<file path="src/rtl/regfile_dump_ctrl_if.sv">
// regfile_dump_ctrl_if: valid/ready word stream from the register dump controller to the debug TX path.
//   tx_data  : dumped register word (driven by master)
//   tx_valid : tx_data holds a word (driven by master)
//   tx_ready : downstream accepts the word when valid & ready (driven by slave)
interface regfile_dump_ctrl_if #(
    parameter int NB_DATA = 32
);
    logic [NB_DATA-1:0] tx_data;
    logic               tx_valid;
    logic               tx_ready;

    modport master (output tx_data, tx_valid, input tx_ready);
    modport slave  (input tx_data, tx_valid, output tx_ready);
endinterface

</file>
<file path="src/rtl/regfile_dump_ctrl.sv">
// regfile_dump_ctrl: walks register file read port 1 while the pipeline is halted and streams every word out.
//   i_clk, i_reset         : clock, synchronous active-high reset
//   i_start                : dump request, honoured only when idle
//   i_pipe_halted          : reads happen only while this is high
//   o_rf_sel, o_rf_address : read port 1 ownership and address
//   i_rf_data              : combinational read data of port 1
//   tx                     : valid/ready word stream (master side)
//   o_busy, o_done         : activity flag, one-cycle completion pulse
module regfile_dump_ctrl #(
    parameter int NB_DATA  = 32,
    parameter int NB_REG   = 5,
    parameter int SIZE_REG = 32
) (
    input  logic                 i_clk,
    input  logic                 i_reset,
    input  logic                 i_start,
    input  logic                 i_pipe_halted,
    output logic                 o_rf_sel,
    output logic [NB_REG-1:0]    o_rf_address,
    input  logic [NB_DATA-1:0]   i_rf_data,
    regfile_dump_ctrl_if.master  tx,
    output logic                 o_busy,
    output logic                 o_done
);
    localparam logic [NB_REG-1:0] LAST = NB_REG'(SIZE_REG - 1);

    typedef enum logic [2:0] {IDLE, WAIT_HALT, READ, SEND, DONE} state_t;

    state_t            state;
    logic [NB_REG-1:0] idx;

    // Outputs are registered and set for the state being entered, so each
    // one lines up with the state it belongs to without any combinational path.
    always_ff @(posedge i_clk) begin
        if (i_reset) begin
            state        <= IDLE;
            idx          <= '0;
            tx.tx_data   <= '0;
            tx.tx_valid  <= 1'b0;
            o_rf_sel     <= 1'b0;
            o_rf_address <= '0;
            o_busy       <= 1'b0;
            o_done       <= 1'b0;
        end else begin
            o_done <= 1'b0;
            case (state)
                IDLE: if (i_start) begin
                    idx    <= '0;
                    o_busy <= 1'b1;
                    if (i_pipe_halted) begin
                        state        <= READ;
                        o_rf_sel     <= 1'b1;
                        o_rf_address <= '0;
                    end else begin
                        state <= WAIT_HALT;
                    end
                end
                WAIT_HALT: if (i_pipe_halted) begin
                    state        <= READ;
                    o_rf_sel     <= 1'b1;
                    o_rf_address <= idx;
                end
                READ: begin
                    o_rf_sel <= 1'b0;
                    // Halt lost mid-read: drop the read and retry the same index later.
                    if (i_pipe_halted) begin
                        tx.tx_data  <= i_rf_data;
                        tx.tx_valid <= 1'b1;
                        state       <= SEND;
                    end else begin
                        state <= WAIT_HALT;
                    end
                end
                SEND: if (tx.tx_ready) begin
                    tx.tx_valid <= 1'b0;
                    // Terminal compare first so the index never wraps.
                    if (idx == LAST) begin
                        state  <= DONE;
                        o_done <= 1'b1;
                    end else begin
                        idx          <= idx + 1'b1;
                        state        <= READ;
                        o_rf_sel     <= 1'b1;
                        o_rf_address <= idx + 1'b1;
                    end
                end
                DONE: begin
                    state        <= IDLE;
                    o_busy       <= 1'b0;
                    o_rf_address <= '0;
                end
                default: state <= IDLE;
            endcase
        end
    end
endmodule

</file>
<file path="src/flat_wrapper.sv">
// flat-port wrapper written by rule: the top's interface ports become plain ports
module regfile_dump_ctrl_flat 
#(
    parameter int NB_DATA  = 32,
    parameter int NB_REG   = 5,
    parameter int SIZE_REG = 32
)
  (i_clk, i_reset, i_start, i_pipe_halted, o_rf_sel, o_rf_address, i_rf_data, o_busy, o_done, tx_tx_data, tx_tx_valid, tx_tx_ready);
  regfile_dump_ctrl_if #(.NB_DATA(NB_DATA)) tx_i ();
  input  logic i_clk;
  input  logic i_reset;
  input  logic i_start;
  input  logic i_pipe_halted;
  output logic o_rf_sel;
  output logic [NB_REG-1:0] o_rf_address;
  input  logic [NB_DATA-1:0] i_rf_data;
  output logic o_busy;
  output logic o_done;
  output wire logic [$bits(tx_i.tx_data)-1:0] tx_tx_data;
  output wire logic [$bits(tx_i.tx_valid)-1:0] tx_tx_valid;
  input wire logic [$bits(tx_i.tx_ready)-1:0] tx_tx_ready;
  assign tx_tx_data = tx_i.tx_data;
  assign tx_tx_valid = tx_i.tx_valid;
  assign tx_i.tx_ready = tx_tx_ready;
  regfile_dump_ctrl #(.NB_DATA(NB_DATA), .NB_REG(NB_REG), .SIZE_REG(SIZE_REG)) u_core (.i_clk(i_clk), .i_reset(i_reset), .i_start(i_start), .i_pipe_halted(i_pipe_halted), .o_rf_sel(o_rf_sel), .o_rf_address(o_rf_address), .i_rf_data(i_rf_data), .tx(tx_i), .o_busy(o_busy), .o_done(o_done));
endmodule
</file>
<file path="config.mk">
export PLATFORM = sky130hd
export DESIGN_NAME = regfile_dump_ctrl_flat
export DESIGN_NICKNAME = d
export VERILOG_FILES = /design/src/rtl/regfile_dump_ctrl_if.sv /design/src/rtl/regfile_dump_ctrl.sv /design/src/flat_wrapper.sv
export SDC_FILE = /design/constraint.sdc
export NUM_CORES = 1
export LEC_CHECK = 0
export ABC_CLOCK_PERIOD_IN_PS = 2700
export BUFFER_PORTS_ARGS = -buffer_cell sky130_fd_sc_hd__clkbuf_2
export CORE_AREA = 2 2 70 72
export CTS_BUF_LIST = sky130_fd_sc_hd__clkbuf_16
export CTS_CLUSTER_SIZE = 24
export DETAILED_ROUTE_END_ITERATION = 16
export DIE_AREA = 0 0 72 74
export MAX_ROUTING_LAYER = met4
export PLACE_DENSITY = 0.82
export SLEW_MARGIN = 20
export SYNTH_ARGS = -nofsm -noshare
export SYNTH_HDL_FRONTEND = slang
export SYNTH_SLANG_ARGS = --single-unit
</file>
<file path="constraint.sdc">
create_clock -name i_clk -period 2.7 [get_ports i_clk]
set_input_delay 0.27 -clock i_clk [delete_from_list [all_inputs] [get_ports i_clk]]
set_output_delay 0.27 -clock i_clk [all_outputs]
set_load 0.01 [all_outputs]
</file>
==> results.sh <==
export IMPL_status="completed"
export IMPL_drcViolationCount=0
export IMPL_hold_slack_ns=0.2064
export IMPL_clock_power_share_pct=44.2
export IMPL_crit_fanout=6
export IMPL_wl_um=4131
export IMPL_setup_viol=0
export IMPL_yosysSeqAreaShare_pct=50.00
export IMPL_startpoint_type="flop"
export IMPL_place_area_sq_um=2366
export IMPL_overflow=0
export IMPL_cts_tree="yes"
export IMPL_seqPwrFrac_pct=48.3
export IMPL_antenna_found_initial=0
export IMPL_row_count=25
export IMPL_fin_setup_tns_ns=0
export IMPL_fin_skew_ns=0.003721
export IMPL_vias=1836
export IMPL_dieArea_sq_um=5328
export IMPL_max_slew_margin_rel_pct=62.48
export IMPL_power_switching_uw=334.0
export IMPL_finalNetCount=350
export IMPL_synth_warnings=0
export IMPL_htreeDepth=2
export IMPL_io_pins=78
export IMPL_stdcell_area_sq_um=2532
export IMPL_worst_setup_path_type="flop to flop"
export IMPL_track_usage_pct=16.48
export IMPL_synth_cell_types=34
export IMPL_syn_inst=240
export IMPL_start_util_pct=42.67
export IMPL_grt_max_degree=34
export IMPL_fin_ws_ns=0.5940
export IMPL_endpoint_kind="flop"
export IMPL_final_hold_violation_count=0
export IMPL_layout_commonest_cell="clkbuf_2"
export IMPL_cts_buffers=5
export IMPL_hold_buffers=0
export IMPL_max_freq_mhz=474.8
export IMPL_drv_slew=0
export IMPL_p_sw_share_pct=21.42
export IMPL_n_fill_cell=441
export IMPL_cts_setup_buffers=0
export IMPL_powerDensity_nw_per_um2=615.9
export IMPL_final_seq_area_sq_um=980.9
export IMPL_clk_latency_ns=0.28
export IMPL_core_sq_um=4598
export IMPL_gp_congestion=0.7862
export IMPL_layout_drive_gt1_share_pct=30.13
export IMPL_cts_sinks=49
export IMPL_clock_tree_root_cell="clkbuf_16"
export IMPL_dp_hpwl_um=2849
export IMPL_layout_common_cells="clkbuf_2 (77), nand2_1 (72), dfxtp_1 (49)"
export IMPL_use_met2_pct=26.75
export IMPL_min_path_type="input port to flop"
export IMPL_combinationalPowerShare_pct=7.5
export IMPL_dieHeight_um=74
export IMPL_grt_busiest_layer="met2"
export IMPL_multi_input_area_sq_um=902.1
export IMPL_syn_area_sq_um=1962
export IMPL_maxCapViolCount=0
export IMPL_p_int_uw=1226
export IMPL_antenna_diode_count=0
export IMPL_pre_cts_slack_ns=0.6224
export IMPL_cts_max_path_buffers=2
export IMPL_port_buffers=77
export IMPL_p_leak_uw=0.001088
export IMPL_grt_pass1_vias=1540
export IMPL_viasPerCell=5.016
export IMPL_fin_crit_ns=2.106
export IMPL_use_met3_pct=2.981
export IMPL_cp_required_ns=2.91
export IMPL_ant_nets=0
export IMPL_cts_resized=0
export IMPL_rsz0062_at_grt="no"
export IMPL_dr_pass1_iters=4
export IMPL_grtUsageMet1_pct=20.42
export IMPL_ys_seq_elements=49
export IMPL_drtIter0Drc=119
export IMPL_syn_nets=279
export IMPL_die_width_um=72
export IMPL_arrival_ns=2.32
export IMPL_grt_pass1_wl_um=6810
export IMPL_worst_pin_slew_ns=0.5620
export IMPL_period_share_pct=78.00
export IMPL_path_clk_slew_ns=0.06
export IMPL_area_growth_pct=29.08
export IMPL_irDropWorstVdd_mv=0.3758
export IMPL_wl_per_cell_um=11.29
export IMPL_synth_area_per_cell_sq_um=8.175
## power by group through the flow
| stage | clock [uW] | sequential [uW] | combinational (uW) |
|---|---|---|---|
| after CTS | 712 | 752 | 118 |
| after global routing | 735 | 754 | 132 |
| after floorplan | 0 | 769 | 65.6 |
| after global placement | 0 | 768 | 116 |
| after detailed placement | 0 | 769 | 118 |
| final | 690 | 753 | 117 |
## per-layer routing
layer	part of all wire (%)	vias up
li1	-	943
met1	46	822
met2	47	67
met3	6.1	4
met4	1.2	0
met5	0	-
## area by class of cell
| type | instances | area share, % |
|---|---|---|
| Tap cell | 54 | 2.668 |
| Multi-Input combinational cell | 173 | 35.62 |
| Clock inverter | 3 | 1.630 |
| Timing Repair Buffer | 80 | 16.11 |
| Clock buffer | 5 | 4.941 |
| Sequential cell | 49 | 38.74 |
| Inverter | 2 | 0.2964 |
## final timing paths
check | endpoint | cells past startpoint | start | slack, ns
worst max-delay path | u_core.idx[3] | 7 | u_core.idx[0] | 0.59
worst min-delay path | u_core.tx.tx_data[5] | 3 | i_rf_data[5] | 0.21
worst max register to register | u_core.idx[3] | 7 | u_core.idx[0] | 0.59
worst min register to register | u_core.tx.tx_data[1] | 2 | u_core.tx.tx_data[1] | 0.45
## critical path, stage by stage, from the launching register on
cell,delay (ns)
dfxtp_1,0.36
ha_1,0.25
and3_1,0.19
ha_1,0.21
nand4b_1,0.18
a21o_1,0.25
or4_1,0.47
a21oi_1,0.13
## through the flow
| step | power [uW] | util [%] | cells |
|---|---|---|---|
| after detailed placement | 886.9 | 51.46 | 358 |
| after floorplan | 834.8 | - | 240 |
| after global placement | 884.1 | 51.46 | 358 |
| after global routing | 1621 | 55.07 | 366 |
| after CTS | 1583 | 55.07 | 366 |
| final | 1560 | 55.07 | 366 |
## cell families (layout without fill, tap and decap cells)
| kind of cell | count (synthesis) | count (layout) | share of synthesized area, % |
|---|---|---|---|
| compound gates | 52 | 52 | 15.43 |
| xor+xnor | 3 | 3 | 1.340 |
| fa+ha+maj | 2 | 2 | 1.275 |
| buf+inv | 18 | 90 | 4.018 |
| flops | 49 | 49 | 50.00 |
| mux | 7 | 7 | 3.763 |
| simple gates | 109 | 109 | 24.17 |
## sequential cells by signal, indices dropped and copies added (netlist names)
register / count
u_core.tx.tx_data: 32
u_core.idx: 5
u_core.o_rf_address: 5
u_core.state: 3
u_core.o_busy: 1
u_core.o_done: 1
u_core.o_rf_sel: 1
u_core.tx.tx_valid: 1
## synthesized netlist by cell type
library cell / n / area (sq um)
inv_1: 2 / 7.510
ha_1: 2 / 25.02
or3b_1: 1 / 8.760
o221a_2: 2 / 22.52
nor3b_1: 2 / 15.01
o22ai_2: 1 / 12.51
nand4b_1: 1 / 8.760
a21oi_1: 37 / 185.2
o21ai_0: 3 / 15.01
mux2i_1: 4 / 40.04
nor3_1: 7 / 35.03
o21a_1: 1 / 7.510
a22oi_1: 2 / 15.01
a31oi_1: 1 / 6.260
nand3_1: 1 / 5.000
a21o_1: 1 / 7.510
and3_1: 1 / 6.260
nor2b_1: 2 / 12.51
nand2b_1: 7 / 43.79
nand2_1: 72 / 270.3
and2_1: 1 / 6.260
a31o_2: 1 / 8.760
dfxtp_1: 49 / 980.9
xor2_1: 2 / 17.52
a211oi_1: 3 / 22.52
or4_1: 1 / 7.510
nand3b_1: 1 / 7.510
clkbuf_1: 12 / 45.04
nor2_1: 11 / 41.29
mux2_2: 3 / 33.78
buf_6: 1 / 11.26
xnor2_1: 1 / 8.760
buf_2: 3 / 15.01
nand4_1: 1 / 6.260
Power figures use the tool's default switching activity.
